[config.mk]
export PLATFORM = sky130hd
export DESIGN_NAME = axi4_lite_slave_regs
export DESIGN_NICKNAME = d
export VERILOG_FILES = /design/src/rtl/axi4_lite_slave_regs.sv
export SDC_FILE = /design/constraint.sdc
export NUM_CORES = 1
export LEC_CHECK = 0
export ABC_CLOCK_PERIOD_IN_PS = 14200
export BUFFER_PORTS_ARGS = -buffer_cell sky130_fd_sc_hd__buf_2
export CORE_MARGIN = 4
export CORE_UTILIZATION = 26
export CTS_CLUSTER_DIAMETER = 40
export CTS_CLUSTER_SIZE = 20
export DETAILED_ROUTE_END_ITERATION = 10
export PLACE_DENSITY = 0.46
export SETUP_SLACK_MARGIN = 0.1
export SLEW_MARGIN = 5
export SYNTH_ARGS = -nofsm -noshare
export SYNTH_HDL_FRONTEND = slang
export SYNTH_SLANG_ARGS = --single-unit
[constraint.sdc]
create_clock -name ACLK -period 14.2 [get_ports ACLK]
set_input_delay 0.71 -clock ACLK [delete_from_list [all_inputs] [get_ports ACLK]]
set_output_delay 0.71 -clock ACLK [all_outputs]
set_load 0.01 [all_outputs]
[src/rtl/axi4_lite_slave_regs.sv]
// AXI4-Lite slave register bank: NUM_REGS word registers behind independent write and read FSMs.
// Optional macro AXI_SLV_WSTRB_EN: honour S_WSTRB byte lanes; otherwise every write updates the full word.
module axi4_lite_slave_regs #(
    parameter int ADDRESS_WIDTH = 32,
    parameter int DATA_WIDTH    = 32,
    parameter int NUM_REGS      = 16
) (
    input  logic                        ACLK,
    input  logic                        ARESET,
    input  logic [ADDRESS_WIDTH-1:0]    S_AWADDR,
    input  logic                        S_AWVALID,
    output logic                        S_AWREADY,
    input  logic [DATA_WIDTH-1:0]       S_WDATA,
    input  logic [DATA_WIDTH/8-1:0]     S_WSTRB,
    input  logic                        S_WVALID,
    output logic                        S_WREADY,
    output logic [1:0]                  S_BRESP,
    output logic                        S_BVALID,
    input  logic                        S_BREADY,
    input  logic [ADDRESS_WIDTH-1:0]    S_ARADDR,
    input  logic                        S_ARVALID,
    output logic                        S_ARREADY,
    output logic [DATA_WIDTH-1:0]       S_RDATA,
    output logic [1:0]                  S_RRESP,
    output logic                        S_RVALID,
    input  logic                        S_RREADY,
    output logic                        wr_pulse,
    output logic [$clog2(NUM_REGS)-1:0] wr_index
);

    localparam int IDX_W  = $clog2(NUM_REGS);
    localparam int STRB_W = DATA_WIDTH / 8;
    localparam logic [ADDRESS_WIDTH-1:0] ADDR_LIMIT = ADDRESS_WIDTH'(NUM_REGS * 4);
    localparam logic [1:0] RESP_OKAY   = 2'b00;
    localparam logic [1:0] RESP_SLVERR = 2'b10;

    typedef enum logic [1:0] {W_IDLE, W_WAIT_DATA, W_WAIT_ADDR, W_RESP} w_state_t;
    typedef enum logic {R_IDLE, R_DATA} r_state_t;

    w_state_t w_state, w_state_next;
    r_state_t r_state, r_state_next;

    logic [DATA_WIDTH-1:0]    regs [NUM_REGS];
    logic [ADDRESS_WIDTH-1:0] aw_addr_q;
    logic [DATA_WIDTH-1:0]    w_data_q;
    logic [STRB_W-1:0]        w_strb_q;

    logic                     aw_hs, w_hs, ar_hs;
    logic                     commit;
    logic [ADDRESS_WIDTH-1:0] commit_addr;
    logic [DATA_WIDTH-1:0]    commit_data;
    logic [STRB_W-1:0]        commit_strb;
    logic                     commit_in_range;
    logic [IDX_W-1:0]         commit_idx;
    logic                     rd_in_range;
    logic [IDX_W-1:0]         rd_idx;

    assign aw_hs = S_AWVALID && S_AWREADY;
    assign w_hs  = S_WVALID && S_WREADY;
    assign ar_hs = S_ARVALID && S_ARREADY;

    assign commit_in_range = commit_addr < ADDR_LIMIT;
    assign commit_idx      = commit_addr[2 +: IDX_W];
    assign rd_in_range     = S_ARADDR < ADDR_LIMIT;
    assign rd_idx          = S_ARADDR[2 +: IDX_W];

`ifndef AXI_SLV_WSTRB_EN
    logic unused_strb;
    assign unused_strb = ^commit_strb;
`endif

    // Readies are registered copies of the next-state decode so they stay low throughout reset.
    always_ff @(posedge ACLK) begin
        if (ARESET) begin
            w_state   <= W_IDLE;
            r_state   <= R_IDLE;
            S_AWREADY <= 1'b0;
            S_WREADY  <= 1'b0;
            S_ARREADY <= 1'b0;
        end else begin
            w_state   <= w_state_next;
            r_state   <= r_state_next;
            S_AWREADY <= (w_state_next == W_IDLE) || (w_state_next == W_WAIT_ADDR);
            S_WREADY  <= (w_state_next == W_IDLE) || (w_state_next == W_WAIT_DATA);
            S_ARREADY <= (r_state_next == R_IDLE);
        end
    end

    // The commit takes whichever half arrives on this edge live and the other half from its latch.
    always_comb begin
        w_state_next = w_state;
        commit       = 1'b0;
        commit_addr  = S_AWADDR;
        commit_data  = S_WDATA;
        commit_strb  = S_WSTRB;
        case (w_state)
            W_IDLE: begin
                if (aw_hs && w_hs) begin
                    commit       = 1'b1;
                    w_state_next = W_RESP;
                end else if (aw_hs) begin
                    w_state_next = W_WAIT_DATA;
                end else if (w_hs) begin
                    w_state_next = W_WAIT_ADDR;
                end
            end
            W_WAIT_DATA: begin
                commit_addr = aw_addr_q;
                if (w_hs) begin
                    commit       = 1'b1;
                    w_state_next = W_RESP;
                end
            end
            W_WAIT_ADDR: begin
                commit_data = w_data_q;
                commit_strb = w_strb_q;
                if (aw_hs) begin
                    commit       = 1'b1;
                    w_state_next = W_RESP;
                end
            end
            W_RESP: begin
                if (S_BREADY) w_state_next = W_IDLE;
            end
            default: w_state_next = W_IDLE;
        endcase
    end

    always_comb begin
        r_state_next = r_state;
        case (r_state)
            R_IDLE:  if (ar_hs) r_state_next = R_DATA;
            R_DATA:  if (S_RREADY) r_state_next = R_IDLE;
            default: r_state_next = R_IDLE;
        endcase
    end

    always_ff @(posedge ACLK) begin
        if (ARESET) begin
            for (int i = 0; i < NUM_REGS; i++) regs[i] <= '0;
            aw_addr_q <= '0;
            w_data_q  <= '0;
            w_strb_q  <= '0;
            S_BVALID  <= 1'b0;
            S_BRESP   <= 2'b00;
            wr_pulse  <= 1'b0;
            wr_index  <= '0;
        end else begin
            wr_pulse <= 1'b0;
            if (aw_hs) aw_addr_q <= S_AWADDR;
            if (w_hs) begin
                w_data_q <= S_WDATA;
                w_strb_q <= S_WSTRB;
            end
            if (commit) begin
                S_BVALID <= 1'b1;
                S_BRESP  <= commit_in_range ? RESP_OKAY : RESP_SLVERR;
                if (commit_in_range) begin
                    wr_pulse <= 1'b1;
                    wr_index <= commit_idx;
`ifdef AXI_SLV_WSTRB_EN
                    for (int b = 0; b < STRB_W; b++) begin
                        if (commit_strb[b]) regs[commit_idx][8*b +: 8] <= commit_data[8*b +: 8];
                    end
`else
                    regs[commit_idx] <= commit_data;
`endif
                end
            end else if (S_BVALID && S_BREADY) begin
                S_BVALID <= 1'b0;
                S_BRESP  <= 2'b00;
            end
        end
    end

    // Read data is captured at the AR handshake, so a same-edge write is not visible yet.
    always_ff @(posedge ACLK) begin
        if (ARESET) begin
            S_RVALID <= 1'b0;
            S_RDATA  <= '0;
            S_RRESP  <= 2'b00;
        end else if (ar_hs) begin
            S_RVALID <= 1'b1;
            S_RDATA  <= rd_in_range ? regs[rd_idx] : '0;
            S_RRESP  <= rd_in_range ? RESP_OKAY : RESP_SLVERR;
        end else if (S_RVALID && S_RREADY) begin
            S_RVALID <= 1'b0;
            S_RDATA  <= '0;
            S_RRESP  <= 2'b00;
        end
    end

endmodule

# ---- After elaboration in Yosys (flattened, before gate mapping)
# Memories as Yosys holds them, arrays and structs flattened.
# Cells that the tools add are included.
dict set report classes {
  magnitude_cmp 2
  eq_ne 5
  n_mux 38
  bitwise 2
  reduce_logical 14
}
# operator n
set op_table {}
lappend op_table {{2-to-1 mux 32 bit} 6}
lappend op_table {{< comparator 32 x 7 -> 1 bit, second input constant} 2}
lappend op_table {{OR reduction 32 bit} 1}
lappend op_table {{2-to-1 mux 2 bit} 12}
lappend op_table {{2-to-1 mux 1 bit} 16}
lappend op_table {{one-hot mux 2 bit (4 select lines)} 1}
lappend op_table {{== test 2 bit, second input constant} 3}
lappend op_table {{logical AND 1 bit} 6}
lappend op_table {{== test 2 x 1 -> 1 bit, second input constant} 2}
lappend op_table {{zero test 2 bit} 2}
lappend op_table {{2-to-1 mux 4 bit} 1}
lappend op_table {{nonzero test 2 bit} 2}
lappend op_table {{one-hot mux 1 bit (3 select lines)} 1}
lappend op_table {{logical OR 1 bit} 2}
lappend op_table {{NOT 1 bit} 2}
lappend op_table {{one-hot mux 1 bit (2 select lines)} 1}
lappend op_table {{AND reduction 2 bit} 1}
dict set report totals {
  regBits 113
  ram_bits 512
  input_bits 107
  output_inout_bits 46
  wordCells 76
  mem_count 1
}
# name words word_bits read_ports rd_clocked_by_memory_dff write_ports line_no
set memory_table {}
lappend memory_table {regs 16 32 1 0 16 43} ;# logic [DATA_WIDTH-1:0] regs [NUM_REGS];

# ---- Depth between registers and ports, before layout
# Gate-level depths: netlist of run 1.
dict set report logic_depth {
  depth_word 9
  ltp_mapped 8
  mapped_depth_nobuf 5
}

# ---- Worst setup path after synthesis of run 1
# OpenSTA, ideal clock, no wires.
dict set report synth_path {
  kind {input-to-reg}
  from {input S_AWADDR[22]}
  to {memory regs[0][0] (enable)}
  setup_time_ns 0.470
  t_arrival_ns 4.643
  required_ns 13.730
  setup_slack_ns 9.087
  path_stages 6
  path_buffers 1
  path_cell_list {or4_1 or4_1 o32ai_4 buf_6 nand3_1 o31ai_1}
}
# item line_no
set synth_lines {}
lappend synth_lines {{start, declared} 10} ;# input logic [ADDRESS_WIDTH-1:0] S_AWADDR,
lappend synth_lines {{end, declared} 43}

==> results of run 1 <==
kinds of logic after synthesis:
logic type             share of synthesized area
AOI/OAI and AO/OA                         0.0517
buffers and inverters                     0.0243
DFF                                        0.662
muxes                                      0.125
other                                   0.000141
and+or+nand+nor                            0.138
worst min path at each step:
| stage | endpoint | cells after the start | slack (ns) | from |
|---|---|---|---|---|
| 2_1_floorplan | w_data_q[0] | 2 | 0.43 | w_data_q[0] |
| 3_3_place_gp | w_data_q[28] | 2 | 0.44 | w_data_q[28] |
| 3_5_place_dp | w_data_q[14] | 2 | 0.44 | w_data_q[14] |
| 4_1_cts | w_data_q[26] | 3 | 0.30 | S_WDATA[26] |
| 5_1_grt | w_data_q[26] | 3 | 0.32 | S_WDATA[26] |
| 6_report | w_data_q[26] | 3 | 0.34 | S_WDATA[26] |
layer usage:
layer	GRT usage	wire, um
met4	0.0330	1180
met1	0.193	33600
met2	0.259	40500
met5	0	27
met3	0.0258	5380
stage by stage:
stage / utilization / instances / area, um2 / setup WS, ns
detailed placement: 0.286 / 3427 / 28800 / 8.78
CTS: 0.316 / 3591 / 31900 / 9.21
global route: 0.316 / 3591 / 31900 / 9.04
global placement: 0.286 / 3427 / 28800 / 8.87
floorplan: - / 2038 / 26500 / 9.09
finish: 0.316 / 3591 / 31900 / 9.33
cell usage after synthesis (7+ instances only):
cell type  number
a21oi_1        65
nor4_1         19
nor3_1          7
dfxtp_1       109
and2b_1        13
mux4_2        128
buf_1          17
clkbuf_1      112
a31oi_1         9
mux2_2         34
buf_2          20
and2_1          7
nor2b_1        20
nand2b_1        8
nand2_1       268
edfxtp_1      512
a22oi_1        64
a41o_1          7
a22o_1         32
nand3_1        44
nor2_1        491
sequential cells by signal, indices dropped and copies added, names as in the netlist:
name	flops
w_data_q	32
S_WREADY	1
S_BRESP	1
S_AWREADY	1
wr_pulse	1
aw_addr_q	30
wr_index	4
r_state	1
S_RDATA	32
S_ARREADY	1
S_RVALID	1
S_RRESP	1
w_state	2
S_BVALID	1
regs	512
power groups by stage:
stage          Clock (W)  Combinational [W]  Sequential, W
6_report         0.00226           0.000301        0.00204
4_1_cts          0.00230           0.000308        0.00204
3_5_place_dp           0           0.000307        0.00208
5_1_grt          0.00239           0.000326        0.00205
2_1_floorplan          0           0.000185        0.00208
3_3_place_gp           0           0.000304        0.00208
worst max-delay path, cell delays in order (launching register included):
cell     delay (ns)
dfxtp_1        0.35
nand2_1        0.59
or4_1          0.79
o32ai_4        0.54
and2_0         0.66
a41o_1         1.04
buf_4          0.49
layout make-up:
type | count | area (um2)
Multi-Input combinational cell | 1257 | 8470
Clock inverter | 63 | 707
Fill cell | 10100 | 68900
Tap cell | 1357 | 1700
Clock buffer | 101 | 2350
Inverter | 7 | 26.3
Sequential cell | 621 | 17600
Timing Repair Buffer | 185 | 1050
==> report_table.html, run 1 <==
<table>
<tr><th>Metric</th><th>Value</th></tr>
<tr><th colspan="2">Outcome</th></tr>
<tr><td>Status</td><td>complete, no violations</td></tr>
<tr><th colspan="2">Worst hold path</th></tr>
<tr><td>Worst hold-check path type</td><td>input pin to flip-flop</td></tr>
<tr><th colspan="2">Drt</th></tr>
<tr><td>Routed wire per std cell</td><td>22.5 um</td></tr>
<tr><td>First-pass iteration count of the detailed router</td><td>5</td></tr>
<tr><td>Wire length reported by the detailed router</td><td>80.7 mm</td></tr>
<tr><td>Via count of the routed design</td><td>approximately 17,000</td></tr>
<tr><td>Post-detailed-route DRC marker count</td><td>0</td></tr>
<tr><td>Final antenna-violating net count</td><td>0</td></tr>
<tr><td>Vias per inst</td><td>around 4.8</td></tr>
<tr><td>DRC marker count from the first detailed-route iteration</td><td>between 1,000 and 1,500</td></tr>
<tr><th colspan="2">Global routing</th></tr>
<tr><td>Wire length of the first global-routing pass</td><td>118 mm</td></tr>
<tr><td>Largest net degree at the start of global routing</td><td>67</td></tr>
<tr><td>Global routing usage summed across all routing layers</td><td>0.148</td></tr>
<tr><td>Antenna violations before repair</td><td>2</td></tr>
<tr><td>Grt total ovfl</td><td>0</td></tr>
<tr><td>Via count of the first global-routing pass</td><td>roughly 18,000</td></tr>
<tr><th colspan="2">Setup path</th></tr>
<tr><td>Worst setup path startpoint</td><td>S_AWREADY</td></tr>
<tr><td>Endpoint kind of the worst setup timing path</td><td>flip-flop</td></tr>
<tr><td>Setup CP Type</td><td>flip-flop to flip-flop</td></tr>
<tr><td>Data required time of the critical path</td><td>about 14 ns</td></tr>
<tr><td>Critical path fanouts, max</td><td>31</td></tr>
<tr><td>Arrival time reported for the critical path endpoint</td><td>5.14 ns</td></tr>
<tr><td>Reg-to-reg startpoint</td><td>S_AWREADY</td></tr>
<tr><td>Critical path capture point</td><td>regs[15][27]</td></tr>
<tr><td>Worst setup SP type</td><td>flip-flop</td></tr>
<tr><td>Reg2Reg Capture Point</td><td>regs[15][27]</td></tr>
<tr><td>FF-to-FF setup slack</td><td>slightly above 9 ns</td></tr>
<tr><td>Depth of the most critical reg-to-reg path</td><td>6</td></tr>
<tr><th colspan="2">STA</th></tr>
<tr><td>Fin. max-slew vios</td><td>0</td></tr>
<tr><td>Hold Slack</td><td>roughly 0.34 ns</td></tr>
<tr><td>Fin Setup TNS</td><td>0 ns</td></tr>
<tr><td>Measured slew at the worst slew-check pin</td><td>between 1 and 1.5 ns</td></tr>
<tr><td>Final period util</td><td>0.343</td></tr>
<tr><td>Final setup skew</td><td>slightly below 0.03 ns</td></tr>
<tr><td>Max Fclk</td><td>between 0.2 and 0.25 GHz</td></tr>
<tr><td>Final critical delay including setup and external delays</td><td>4.87 ns</td></tr>
<tr><td>Tightest slew margin relative to the limit</td><td>0.226</td></tr>
<tr><td>Setup-violating endpoint count in the final report</td><td>0</td></tr>
<tr><td>RSZ-0062 raised after global routing</td><td>false</td></tr>
<tr><td>Final number of hold-violating endpoints</td><td>0</td></tr>
<tr><th colspan="2">Logic synthesis</th></tr>
<tr><td>Async set-or-reset flop fraction in the synthesized netlist</td><td>0</td></tr>
<tr><td>Count of cell types in the netlist</td><td>45</td></tr>
<tr><td>Largest cells by area after synthesis</td><td>edfxtp_1 58%, mux4_2 11%, dfxtp_1 8.2%</td></tr>
<tr><td>Gate count of the mapped netlist</td><td>around 2,000</td></tr>
<tr><td>Post-synthesis sequential area ratio</td><td>0.662</td></tr>
<tr><td>Yosys warnings</td><td>0</td></tr>
<tr><td>Synthesized flop and latch total</td><td>~620</td></tr>
<tr><td>Combined area of all synthesized cells</td><td>around 27,000 um2</td></tr>
<tr><td>Most common flop cell mapped by yosys</td><td>edfxtp_1</td></tr>
<tr><td>Synth top area share</td><td>0.579</td></tr>
<tr><td>Post-Syn Area per Cell</td><td>13.0 um2</td></tr>
<tr><td>Cell accounting for the most synthesized area</td><td>edfxtp_1</td></tr>
<tr><td>Number of enable-type register cells in the synthesized netlist</td><td>just over 500</td></tr>
<tr><th colspan="2">Final layout</th></tr>
<tr><td>Leading cell types in the layout, fill and taps excluded</td><td>512 x edfxtp_1, 490 x nor2_1, 267 x nand2_1</td></tr>
<tr><td>Ant diodes</td><td>0</td></tr>
<tr><td>Net count, final</td><td>2,267</td></tr>
<tr><td>Post-synthesis to final-layout area growth</td><td>20.0%</td></tr>
<tr><td>Fraction of final layout cells sized beyond drive strength 1</td><td>0.233</td></tr>
<tr><td>Most frequent standard cell in the layout excluding fill and tap cells</td><td>edfxtp_1</td></tr>
<tr><th colspan="2">Flow run</th></tr>
<tr><td>Max_cap viols</td><td>0</td></tr>
<tr><th colspan="2">Clocking</th></tr>
<tr><td>Clk sinks</td><td>between 600 and 700</td></tr>
<tr><td>Clock root cell</td><td>clkbuf_16</td></tr>
<tr><td>Htree depth</td><td>3</td></tr>
<tr><td>CTS Hold Bufs</td><td>0</td></tr>
<tr><td>Post-CTS setup repair buffer count</td><td>0</td></tr>
<tr><td>Buffer levels on the longest clock path</td><td>3</td></tr>
<tr><td>TritonCTS clock tree</td><td>done</td></tr>
<tr><td>Clock buffers created by TritonCTS</td><td>88</td></tr>
<tr><td>Clock Pin Slew Worst Setup and Hold Paths</td><td>~0.060 ns</td></tr>
<tr><td>Count of cells resized by post-cts repair</td><td>0</td></tr>
<tr><td>Clock insertion delay at the later pin of the skew report</td><td>0.63 ns</td></tr>
<tr><th colspan="2">Power and ir drop</th></tr>
<tr><td>Total power draw</td><td>approximately 0.0046 W</td></tr>
<tr><td>Clock group share of total power</td><td>0.491</td></tr>
<tr><td>Leak pwr</td><td>about 11 nW</td></tr>
<tr><td>Power dissipated by switching net loads</td><td>roughly 0.0011 W</td></tr>
<tr><td>Worst vdd ir</td><td>0.0900 mV</td></tr>
<tr><td>Cell internal pwr</td><td>between 0.003 and 0.004 W</td></tr>
<tr><td>Logic gate share of total power</td><td>0.065</td></tr>
<tr><td>Switch share</td><td>0.236</td></tr>
<tr><td>Relative contribution of sequential cells to total power</td><td>0.444</td></tr>
<tr><td>Pwr dens</td><td>145 nW/um2</td></tr>
<tr><th colspan="2">Die</th></tr>
<tr><td>Area of the core region</td><td>just over 100,000 um2</td></tr>
<tr><td>Total Die Area</td><td>about 110,000 um2</td></tr>
<tr><td>Placement row count</td><td>116</td></tr>
<tr><td>Die H</td><td>around 330 um</td></tr>
<tr><td>Number of primary I/O pins</td><td>153</td></tr>
<tr><td>Width of the chip</td><td>approximately 330 um</td></tr>
<tr><td>Starting density of the core</td><td>0.263</td></tr>
<tr><th colspan="2">Placement</th></tr>
<tr><td>Detailed Place HPWL</td><td>44.7 mm</td></tr>
<tr><td>Number of I/O port buffers</td><td>around 140</td></tr>
<tr><td>Final estimated routing congestion in global placement</td><td>about 0.74</td></tr>
</table>
(Power assumes the default switching activity.)
==> inputs of run 2 (changes only) <==
--- a/config.mk
+++ b/config.mk
@@ -5,7 +5,7 @@
 export SDC_FILE = /design/constraint.sdc
 export NUM_CORES = 1
 export LEC_CHECK = 0
-export ABC_CLOCK_PERIOD_IN_PS = 14200
+export ABC_CLOCK_PERIOD_IN_PS = 4720
 export BUFFER_PORTS_ARGS = -buffer_cell sky130_fd_sc_hd__buf_2
 export CORE_MARGIN = 4
 export CORE_UTILIZATION = 26
==> constraint.sdc (replaced) <==
create_clock -name ACLK -period 4.72 [get_ports ACLK]
set_input_delay 0.236 -clock ACLK [delete_from_list [all_inputs] [get_ports ACLK]]
set_output_delay 0.236 -clock ACLK [all_outputs]
set_load 0.01 [all_outputs]
==> run 2 against run 1 <==
Compared with the run above: wire length grew 3.5%; register-to-register slack worse by 8.2 ns; clock skew up 0.0022 ns; via count up 2.2%; clock power increased to 3.1 times the previous value; sequential share of layout area fell by 1.8 points; setup slack got worse by 8.2 ns; flip-flop and latch count is the same; die area unchanged; combinational power grew to 3.3 times the previous value; critical path depth unchanged; final cell count grew 3.0%; critical endpoint is now regs[2][20].
==> report_table.html, run 2 (synthesized netlist as in run 1, its figures left out) <==
<table>
<tr><th>Metric</th><th>Value</th></tr>
<tr><th colspan="2">Outcome</th></tr>
<tr><td>Status</td><td>complete, no violations (unchanged)</td></tr>
<tr><th colspan="2">STA</th></tr>
<tr><td>Tightest slew margin relative to the limit</td><td>0.271 (was 0.226)</td></tr>
<tr><td>Max Fclk</td><td>0.280 GHz (was 0.205 GHz)</td></tr>
<tr><td>Final period util</td><td>0.757 (was 0.343)</td></tr>
<tr><td>Setup-violating endpoint count in the final report</td><td>0 (unchanged)</td></tr>
<tr><td>Min setup slack post-route</td><td>1.15 ns (was 9.33 ns)</td></tr>
<tr><td>Measured slew at the worst slew-check pin</td><td>1.09 ns (was 1.16 ns)</td></tr>
<tr><td>RSZ-0062 raised after global routing</td><td>false (unchanged)</td></tr>
<tr><td>Final critical delay including setup and external delays</td><td>3.57 ns (was 4.87 ns)</td></tr>
<tr><td>Hold Slack</td><td>0.102 ns (was 0.337 ns)</td></tr>
<tr><td>Fin Setup TNS</td><td>0 ns (unchanged)</td></tr>
<tr><td>Final number of hold-violating endpoints</td><td>0 (unchanged)</td></tr>
<tr><td>Final setup skew</td><td>0.0319 ns (was 0.0297 ns)</td></tr>
<tr><td>Fin. max-slew vios</td><td>0 (unchanged)</td></tr>
<tr><th colspan="2">Drt</th></tr>
<tr><td>Routed wire per std cell</td><td>22.6 um (was 22.5 um)</td></tr>
<tr><td>First-pass iteration count of the detailed router</td><td>5 (unchanged)</td></tr>
<tr><td>Final antenna-violating net count</td><td>0 (unchanged)</td></tr>
<tr><td>Post-detailed-route DRC marker count</td><td>0 (unchanged)</td></tr>
<tr><td>DRC marker count from the first detailed-route iteration</td><td>1,556 (was 1,269)</td></tr>
<tr><td>Wire length reported by the detailed router</td><td>83.5 mm (was 80.7 mm)</td></tr>
<tr><td>Via count of the routed design</td><td>17,800 (was 17,400)</td></tr>
<tr><td>Vias per inst</td><td>4.80 (was 4.84)</td></tr>
<tr><th colspan="2">Placement</th></tr>
<tr><td>Post-DP Area</td><td>29,000 um2 (was 28,800 um2)</td></tr>
<tr><td>Worst Setup Slack post-DPL</td><td>1.06 ns (was 8.78 ns)</td></tr>
<tr><td>Final estimated routing congestion in global placement</td><td>0.735 (was 0.745)</td></tr>
<tr><td>Detailed Place HPWL</td><td>47.0 mm (was 44.7 mm)</td></tr>
<tr><td>Number of I/O port buffers</td><td>142 (unchanged)</td></tr>
<tr><th colspan="2">Setup path</th></tr>
<tr><td>Worst setup SP type</td><td>flip-flop (unchanged)</td></tr>
<tr><td>Reg2Reg Capture Point</td><td>regs[2][20] (was regs[15][27])</td></tr>
<tr><td>Reg-to-reg startpoint</td><td>w_state[1] (was S_AWREADY)</td></tr>
<tr><td>Worst setup path startpoint</td><td>w_state[1] (was S_AWREADY)</td></tr>
<tr><td>Endpoint kind of the worst setup timing path</td><td>flip-flop (unchanged)</td></tr>
<tr><td>Critical path capture point</td><td>regs[2][20] (was regs[15][27])</td></tr>
<tr><td>Critical path fanouts, max</td><td>20 (was 31)</td></tr>
<tr><td>Arrival time reported for the critical path endpoint</td><td>3.88 ns (was 5.14 ns)</td></tr>
<tr><td>FF-to-FF setup slack</td><td>1.15 ns (was 9.33 ns)</td></tr>
<tr><td>Data required time of the critical path</td><td>5.03 ns (was 14.47 ns)</td></tr>
<tr><td>Depth of the most critical reg-to-reg path</td><td>6 (unchanged)</td></tr>
<tr><td>Setup CP Type</td><td>flip-flop to flip-flop (unchanged)</td></tr>
<tr><th colspan="2">Final layout</th></tr>
<tr><td>Registers with the most flip-flops</td><td>regs x512, S_RDATA x32, w_data_q x32 (unchanged)</td></tr>
<tr><td>Largest register FFs</td><td>512 (unchanged)</td></tr>
<tr><td>Leading cell types in the layout, fill and taps excluded</td><td>512 x edfxtp_1, 490 x nor2_1, 268 x nand2_1 (was 512 x edfxtp_1, 490 x nor2_1, 267 x nand2_1)</td></tr>
<tr><td>Total of fill cells in the finished design</td><td>10,100 (about the same)</td></tr>
<tr><td>Post-Layout Inst Area</td><td>32,900 um2 (was 31,900 um2)</td></tr>
<tr><td>Post-synthesis to final-layout area growth</td><td>24.0% (was 20.0%)</td></tr>
<tr><td>Fraction of final layout cells sized beyond drive strength 1</td><td>0.230 (was 0.233)</td></tr>
<tr><td>Largest register by flop count</td><td>regs (unchanged)</td></tr>
<tr><td>Most frequent standard cell in the layout excluding fill and tap cells</td><td>edfxtp_1 (unchanged)</td></tr>
<tr><td>Net count, final</td><td>2,367 (was 2,267)</td></tr>
<tr><th colspan="2">Clocking</th></tr>
<tr><td>Clock buffers created by TritonCTS</td><td>93 (was 88)</td></tr>
<tr><td>Htree depth</td><td>3 (unchanged)</td></tr>
<tr><td>Clock insertion delay at the later pin of the skew report</td><td>0.64 ns (was 0.63 ns)</td></tr>
<tr><td>TritonCTS clock tree</td><td>done (unchanged)</td></tr>
<tr><td>Clock root cell</td><td>clkbuf_16 (unchanged)</td></tr>
<tr><td>Clk sinks</td><td>621 (unchanged)</td></tr>
<tr><td>Buffer levels on the longest clock path</td><td>3 (unchanged)</td></tr>
<tr><td>Clock Pin Slew Worst Setup and Hold Paths</td><td>0.06 ns (about the same)</td></tr>
<tr><td>Post-CTS setup repair buffer count</td><td>0 (unchanged)</td></tr>
<tr><th colspan="2">Global routing</th></tr>
<tr><td>Via count of the first global-routing pass</td><td>18,600 (was 18,000)</td></tr>
<tr><td>Wire length of the first global-routing pass</td><td>122 mm (was 118 mm)</td></tr>
<tr><td>Largest net degree at the start of global routing</td><td>78 (was 67)</td></tr>
<tr><td>Global routing usage summed across all routing layers</td><td>0.154 (was 0.148)</td></tr>
<tr><td>Antenna violations before repair</td><td>1 (was 2)</td></tr>
<tr><td>Grt total ovfl</td><td>0 (unchanged)</td></tr>
<tr><th colspan="2">Die</th></tr>
<tr><td>Starting density of the core</td><td>0.263 (unchanged)</td></tr>
<tr><td>Placement row count</td><td>116 (unchanged)</td></tr>
<tr><td>Total Die Area</td><td>107,000 um2 (unchanged)</td></tr>
<tr><td>Die H</td><td>327 um (unchanged)</td></tr>
<tr><td>Area of the core region</td><td>101,000 um2 (unchanged)</td></tr>
<tr><td>Width of the chip</td><td>327 um (unchanged)</td></tr>
<tr><td>Number of primary I/O pins</td><td>153 (unchanged)</td></tr>
<tr><th colspan="2">Power and ir drop</th></tr>
<tr><td>Worst vdd ir</td><td>0.256 mV (was 0.0900 mV)</td></tr>
<tr><td>Leak pwr</td><td>11.4 nW (was 11.0 nW)</td></tr>
<tr><td>Total power draw</td><td>0.0140 W (was 0.00461 W)</td></tr>
<tr><td>Pwr dens</td><td>426 nW/um2 (was 145 nW/um2)</td></tr>
<tr><th colspan="2">Flow run</th></tr>
<tr><td>Max_cap viols</td><td>0 (unchanged)</td></tr>
<tr><th colspan="2">Worst hold path</th></tr>
<tr><td>Worst hold-check path type</td><td>input pin to flip-flop (unchanged)</td></tr>
</table>
-- run 2: through the flow --
step                      utilization  cells
after floorplan                     -   2038
after global placement          0.288   3446
after detailed placement        0.288   3446
after CTS                       0.327   3696
after global routing            0.327   3696
final                           0.327   3698
-- run 2: cell type report --
class                      count  area [um2]  share of cell area
sequential                   621       17600               0.534
multi-input combinational   1257        8450               0.257
clock buffer                 105        2470              0.0750
timing repair buffer         280        2030              0.0616
tap                         1357        1700              0.0516
clock inverter                69         678              0.0206
inverter                       7        26.3            0.000799
antenna                        2        5.00            0.000152
-- run 2: repair_timing --
| action | 4_1_cts | 5_1_grt |
|---|---|---|
| hold buffers | 76 | 0 |
| hold endpoints to repair | 72 | 0 |
| resized for setup | 0 | 0 |
-- run 2: where the power goes --
part           switching (W)  total, W  internal (W)
Clock                0.00265   0.00690       0.00425
Sequential         0.0000557   0.00615       0.00609
Combinational       0.000627  0.000979      0.000353
Total                0.00333    0.0140        0.0107
-- run 2: worst max-delay path, stage by stage (launching register included) --
cell and delay, ns:
dfxtp_1 0.54, a21oi_1 0.13, or4_1 0.59, o32ai_4 0.45
nand3_1 0.48, o21ai_4 0.74, buf_12 0.29
-- run 2: worst min path at each step --
stage / from / endpoint / slack, ns / cells after the start
final: S_ARADDR[27] / S_RRESP[1] / 0.10 / 5
after global routing: S_WVALID / S_WREADY / 0.15 / 4
after CTS: S_WVALID / S_WREADY / 0.06 / 4
after detailed placement: w_data_q[19] / w_data_q[19] / 0.44 / 2
after global placement: w_data_q[11] / w_data_q[11] / 0.44 / 2
after floorplan: S_AWADDR[10] / aw_addr_q[10] / 0.37 / 2
-- run 2: routing by layer --
layer | part of all wire | up-vias | GRT usage
li1 | - | 7926 | -
met1 | 0.41 | 9102 | 0.197
met2 | 0.51 | 616 | 0.268
met3 | 0.060 | 114 | 0.0258
met4 | 0.019 | 0 | 0.0444
met5 | 0 | - | 0
